## src/rtl/decap_pkg.sv

```systemverilog
// Shared definitions for the Aurora encapsulation/decapsulation link.
// Header layout: ROUTER_ID [1:0], PKT_IDX [6:2], TTL [8:7].
package decap_pkg;

   localparam int DATA_WIDTH             = 1024;
   localparam int ADDR_WIDTH             = 10;
   localparam int DATA_DFX_WIDTH         = DATA_WIDTH + ADDR_WIDTH;
   localparam int RECOGNIZE_ROUTER_WIDTH = 2;
   localparam int NUMBER_PACKET          = 19;
   localparam int TTL_WIDTH              = $clog2(3);
   localparam int IDX_WIDTH              = $clog2(NUMBER_PACKET);
   localparam int HEADER_WIDTH           = RECOGNIZE_ROUTER_WIDTH + IDX_WIDTH + TTL_WIDTH;
   localparam int AURORA_DATA_WIDTH      = 64;
   localparam int PAYLOAD_WIDTH          = AURORA_DATA_WIDTH - HEADER_WIDTH;
   localparam int TIMEOUT_CYCLES         = 64;
   localparam int LAST_BEAT_BITS         = DATA_DFX_WIDTH - (NUMBER_PACKET - 1) * PAYLOAD_WIDTH;

   localparam int ROUTER_ID_LSB = 0;
   localparam int PKT_IDX_LSB   = ROUTER_ID_LSB + RECOGNIZE_ROUTER_WIDTH;
   localparam int TTL_LSB       = PKT_IDX_LSB + IDX_WIDTH;

   typedef logic [HEADER_WIDTH-1:0] header_t;

   typedef enum logic {
      IDLE,
      COLLECT
   } state_t;

   function automatic header_t header_of(input logic [AURORA_DATA_WIDTH-1:0] beat);
      return beat[HEADER_WIDTH-1:0];
   endfunction

endpackage

```

## src/rtl/decap_timeout_counter.sv

```systemverilog
// Idle-cycle watchdog: counts enabled cycles and flags the LIMIT-th one.
// Expiry also restarts the count so a single pulse is produced.
module decap_timeout_counter #(
   parameter int LIMIT = 64
) (
   input  logic clk,
   input  logic rst_n,
   input  logic clear,
   input  logic enable,
   output logic expired
);

   localparam int CW = $clog2(LIMIT);

   logic [CW-1:0] count;

   assign expired = enable && (count == CW'(LIMIT - 1));

   always_ff @(posedge clk or negedge rst_n) begin
      if (!rst_n) begin
         count <= '0;
      end else if (clear || expired) begin
         count <= '0;
      end else if (enable) begin
         count <= count + 1'b1;
      end
   end

endmodule

```

## src/rtl/decap_packet.sv

```systemverilog
// Reassembles 19 Aurora beats into one DFX word, checking header consistency
// across beats and aborting on header change or inter-beat timeout.
module decap_packet
   import decap_pkg::*;
(
   input  logic                         clk,
   input  logic                         rst_n,
   input  logic [AURORA_DATA_WIDTH-1:0] data_recv,
   input  logic                         data_recv_valid,
   output logic [DATA_DFX_WIDTH-1:0]    data_dfx_recv,
   output logic [HEADER_WIDTH-1:0]      header_pkt_recv,
   output logic                         decap_done,
   output logic                         decap_err
);

   localparam int LOW_BITS = DATA_DFX_WIDTH - LAST_BEAT_BITS;

   state_t                    state;
   logic [IDX_WIDTH-1:0]      cnt;
   header_t                   ref_hdr;
   logic [DATA_DFX_WIDTH-1:0] buf_q;

   header_t                   hdr;
   logic [PAYLOAD_WIDTH-1:0]  payload;
   logic [LAST_BEAT_BITS-1:0] tail;
   logic                      hdr_match;
   logic                      last_beat;
   logic                      to_clear;
   logic                      to_enable;
   logic                      expired;
   logic                      wr_en;
   logic [IDX_WIDTH-1:0]      wr_idx;

   assign hdr       = header_of(data_recv);
   assign payload   = data_recv[AURORA_DATA_WIDTH-1:HEADER_WIDTH];
   assign tail      = data_recv[HEADER_WIDTH +: LAST_BEAT_BITS];
   assign hdr_match = (hdr == ref_hdr);
   assign last_beat = (cnt == IDX_WIDTH'(NUMBER_PACKET - 1));
   assign to_clear  = data_recv_valid || (state == IDLE);
   assign to_enable = (state == COLLECT) && !data_recv_valid;

   decap_timeout_counter #(
      .LIMIT (TIMEOUT_CYCLES)
   ) u_timeout (
      .clk     (clk),
      .rst_n   (rst_n),
      .clear   (to_clear),
      .enable  (to_enable),
      .expired (expired)
   );

   // A beat opening a packet (from IDLE or after a header change) lands in slice 0.
   always_comb begin
      wr_en  = 1'b0;
      wr_idx = '0;
      if (data_recv_valid) begin
         wr_en = 1'b1;
         if (state == COLLECT && hdr_match) begin
            wr_idx = cnt;
         end
      end
   end

   always_ff @(posedge clk or negedge rst_n) begin
      if (!rst_n) begin
         state           <= IDLE;
         cnt             <= '0;
         ref_hdr         <= '0;
         buf_q           <= '0;
         data_dfx_recv   <= '0;
         header_pkt_recv <= '0;
         decap_done      <= 1'b0;
         decap_err       <= 1'b0;
      end else begin
         decap_done <= 1'b0;
         decap_err  <= 1'b0;
         for (int i = 0; i < NUMBER_PACKET - 1; i++) begin
            if (wr_en && wr_idx == IDX_WIDTH'(i)) begin
               buf_q[i*PAYLOAD_WIDTH +: PAYLOAD_WIDTH] <= payload;
            end
         end
         unique case (state)
            IDLE: begin
               if (data_recv_valid) begin
                  ref_hdr <= hdr;
                  cnt     <= IDX_WIDTH'(1);
                  state   <= COLLECT;
               end
            end
            COLLECT: begin
               if (data_recv_valid) begin
                  if (hdr_match) begin
                     if (last_beat) begin
                        buf_q[DATA_DFX_WIDTH-1 -: LAST_BEAT_BITS] <= tail;
                        data_dfx_recv   <= {tail, buf_q[LOW_BITS-1:0]};
                        header_pkt_recv <= ref_hdr;
                        decap_done      <= 1'b1;
                        cnt             <= '0;
                        state           <= IDLE;
                     end else begin
                        cnt <= cnt + 1'b1;
                     end
                  end else begin
                     decap_err <= 1'b1;
                     ref_hdr   <= hdr;
                     cnt       <= IDX_WIDTH'(1);
                  end
               end else if (expired) begin
                  decap_err <= 1'b1;
                  cnt       <= '0;
                  state     <= IDLE;
               end
            end
            default: state <= IDLE;
         endcase
      end
   end

endmodule
```

## config.mk

```make
export PLATFORM = sky130hd
export DESIGN_NAME = decap_packet
export DESIGN_NICKNAME = d
export VERILOG_FILES = /design/src/rtl/decap_pkg.sv /design/src/rtl/decap_timeout_counter.sv /design/src/rtl/decap_packet.sv
export SDC_FILE = /design/constraint.sdc
export NUM_CORES = 2
export LEC_CHECK = 0
export ABC_AREA = 0
export ABC_CLOCK_PERIOD_IN_PS = 2100
export CAP_MARGIN = 20
export CORE_AREA = 5 5 429 431
export DETAILED_ROUTE_END_ITERATION = 7
export DIE_AREA = 0 0 434 436
export PLACE_DENSITY = 0.68
export SLEW_MARGIN = 15
export SYNTH_ARGS = -nofsm -noshare
export SYNTH_HDL_FRONTEND = slang
export SYNTH_SLANG_ARGS = --single-unit
```

## constraint.sdc

```tcl
create_clock -name clk -period 2.1 [get_ports clk]
set_input_delay 0.315 -clock clk [delete_from_list [all_inputs] [get_ports clk]]
set_output_delay 0.315 -clock clk [all_outputs]
set_load 0.01 [all_outputs]
```

==> impl_metrics.csv <==
group,metric,value,unit
status,status,"finished with violations",
status,violations,"negative setup slack",
sta,slew-limit-headroom,31.0,%
power_and_ir_drop,power_frac_comb,3.0,%
clock_tree,cts_buffer_depth,3,
logic_synthesis,synth.largest_area_cell,"dfrtp_1",
global_route,grt_pass1_vias,48300,
logic_synthesis,synth_area,0.0777,mm²
finish,syn_to_final_growth,34.8,%
sta,worstMarginPinSlew,1.04,ns
floorplanning,dieArea,0.189,mm²
drt,vias,44900,
clock_tree,clkTransAtPathRegs,0.06,ns
sta,period_needed,2.47,ns
sta,final-setup-viol-count,2504,
finish,ff_latch_area,0.0514,mm²
finish,finalInstanceArea,0.105,mm²
global_route,grt_pass1_wl,343000,µm
floorplanning,die_w,434,µm
placed_design,io_buffers,1111,
logic_synthesis,ys_seq_area_share,66.2,%
logic_synthesis,synth_edf_count,0,
worst_setup_path,critical_path.cell_chain,"xnor2_2 -> and4_4 -> nand3_4 -> buf_4 -> buf_6 -> nor3_4 -> buf_12 -> buf_16 -> buf_12 -> buf_12 -> mux2_4",
worst_setup_path,cpPeakStageDelay,0.41,ns
sta,hold_violations,0,
sta,clock.fmax,405,MHz
floorplanning,core,0.180,mm²
logic_synthesis,synth.top_cell.area_share,66.2,%
placed_design,preCtsSetupSlack,-0.938,ns
sta,maxSlewViolCount,0,
drt,viasPerCell,5.23,
sta,timing.hold.ws,0.0625,ns
worst_setup_path,cp-start-kind,"register",
clock_tree,cts-root-buf,"clkbuf_16",
sta,fin_ws,-0.371,ns
drt,drcViolationCount,0,
power_and_ir_drop,switching_share,21.8,%
worst_setup_path,cp_data_arrival_time,3.19,ns
finish,fillers,13700,
power_and_ir_drop,p_sw,0.0172,W
logic_synthesis,syn_nets,4595,
clock_tree,cts_tree,"built",
drt,drt_iter0_drc,2513,
placed_design,dp_hpwl,163000,µm
power_and_ir_drop,clock_power_share,46.4,%
power_and_ir_drop,power_density,753,mW/mm²
logic_synthesis,ys_seq_elements,2056,
logic_synthesis,synth_ff_type,"dfrtp_1",
run,drv_cap,0,
floorplanning,pin_count,1112,
sta,finalClockSkew,0.0324,ns
drt,antenna_left,0,
floorplanning,die_h,436,µm
logic_synthesis,yosysWarnings,0,
finish,multi_input_comb_area,0.0253,mm²
power_and_ir_drop,vdd_ir_drop_max,0.834,mV
worst_setup_path,worst-setup-path-type,"reg -> reg",
worst_setup_path,cp.required,2.82,ns
clock_tree,cts.sinks,2056,
placed_design,gp_congestion,0.809,
power_and_ir_drop,intPower,0.0617,W
clock_tree,h-tree-depth,4,
worst_setup_path,critPathMaxFanout,8,
clock_tree,clk_latency,0.85,ns
logic_synthesis,synthCells,4525,
global_route,grt_overflow,0,
logic_synthesis,synth_most_common_cell,"dfrtp_1",
power_and_ir_drop,p_leak,51.4,nW
worst_setup_path,worst_setup_path_end_kind,"register",
finish,drive_gt1_share,45.8,%
clock_tree,cts_buffers,205,
min_path,hold_path.class,"in -> async",
finish,nets,6113,
logic_synthesis,synth_area_per_cell,17.2,µm²
drt,wl_per_cell,27.9,µm
logic_synthesis,ys_top_cells_by_count,"dfrtp_1 (2056), mux2_2 (1811), mux2_4 (150)",
placed_design,dpl-instance-area,0.0949,mm²
worst_setup_path,slowest_stage,"dfrtp_1",
logic_synthesis,synth_cell_types,48,
floorplanning,rows,156,
sta,rsz0062_at_grt,"yes",
worst_setup_path,cp_common_cell,"buf_12",
logic_synthesis,async_reset_ff_share,100,%
power_and_ir_drop,seq_power_share,50.6,%
sta,tns,-467.29,ns
sta,fin_crit_sh,118,%
global_route,track_usage,24.8,%
global_route,antenna_found_initial,10,
global_route,grt_max_degree,107,
logic_synthesis,synth.top_cells.by_area,"dfrtp_1 (66%), mux2_2 (26%), mux2_4 (2.9%), mux2_1 (1.2%), buf_4 (0.77%)",
drt,wirelength,240000,µm
drt,first_pass_iters,4,
floorplanning,initial_core_util,43.2,%
through the flow:
| stage | utilization (%) | cells | total power [W] |
|---|---|---|---|
| floorplan | - | 4525 | 0.0411 |
| global placement | 52.8 | 8099 | 0.0430 |
| detailed placement | 52.8 | 8099 | 0.0430 |
| CTS | 57.7 | 8541 | 0.0797 |
| global route | 58.3 | 8581 | 0.0814 |
| finish | 58.3 | 8583 | 0.0789 |
worst max-delay path, delay by kind of cell, from the launching register on:
kind | cells | cell delay (ns)
mux | 1 | 0.30
simple gates | 3 | 0.59
flops | 1 | 0.41
buf+inv | 6 | 0.81
xor+xnor | 1 | 0.19
power groups by stage:
| stage | Clock [W] | Combinational [W] | Sequential (W) |
|---|---|---|---|
| after floorplan | 0 | 0.000492 | 0.0406 |
| after global placement | 0 | 0.00238 | 0.0406 |
| after detailed placement | 0 | 0.00241 | 0.0406 |
| after CTS | 0.0374 | 0.00244 | 0.0399 |
| after global routing | 0.0390 | 0.00261 | 0.0399 |
| final | 0.0366 | 0.00238 | 0.0399 |
cells by family (layout without fill, tap and decap cells):
group	after synthesis	after routing	share of synthesized area [%]
buffers and inverters	323	2007	2.53
DFF	2056	2056	66.2
other	0	4	0
AOI/OAI and AO/OA	13	13	0.113
and+or+nand+nor	75	75	0.652
muxes	2042	2042	30.3
xor gates and xnor gates	13	13	0.146
adders and majority gates	3	3	0.0483
cell usage in the layout (no fill, tap or decap), drive strengths merged, types with 4 or more instances in the layout:
cell           count
bufinv             9
mux2            2042
buf              504
nor3               7
nand3             14
xnor2             12
nor2              16
nand4              5
inv                8
o21ai              4
clkinv            35
clkdlybuf4s50   1107
diode              4
clkbuf           338
dfrtp           2056
nand2             13
or4                4
area by class of cell:
class	instances	share of cell area, %
multi-input combinational	2146	24.1
clock inverter	51	0.586
sequential	2056	49.1
inverter	4	0.0143
clock buffer	322	5.88
tap	2370	2.83
antenna	4	0.00955
timing repair buffer	1630	17.5
path summary, 6_finish.rpt:
path                                                start  cells past startpoint                        endpoint  slack [ns]
min in group clk                             data_recv[8]                      2          ref_hdr[8]$_DFFE_PN0P_        0.15
hold reg to reg            u_timeout.count[0]$_DFFE_PN0P_                      1  u_timeout.count[0]$_DFFE_PN0P_        0.47
setup / recovery                   ref_hdr[3]$_DFFE_PN0P_                     11          buf_q[845]$_DFFE_PN0P_       -0.37
setup reg to reg                   ref_hdr[3]$_DFFE_PN0P_                     11          buf_q[845]$_DFFE_PN0P_       -0.37
max in group asynchronous                           rst_n                      5  data_dfx_recv[371]$_DFFE_PN0P_        0.94
hold / removal                                      rst_n                      2          buf_q[796]$_DFFE_PN0P_        0.06
sequential cells by signal, summed over array words and instances (netlist names):
name	count
data_dfx_recv	1034
decap_done	1
u_timeout.count	6
state	1
cnt	5
header_pkt_recv	9
buf_q	990
ref_hdr	9
decap_err	1
metal layers:
layer	track usage (%)	vias to the layer above	share of wire, %
met5	0	-	0.0054
met4	12.7	2	5.9
met3	4.74	438	4.6
met2	42.6	1137	51
met1	29.8	24300	39
li1	-	19000	-
repair_timing:
action	in CTS	in global routing
hold buffers	1	0
pin swaps	5	2
setup buffers	48	24
cloned	21	20
endpoints found under the hold margin	1553	0
gates resized for setup	202	148
endpoints found under the setup margin	3083	3082
No activity file was read; power rests on OpenSTA's default activity.
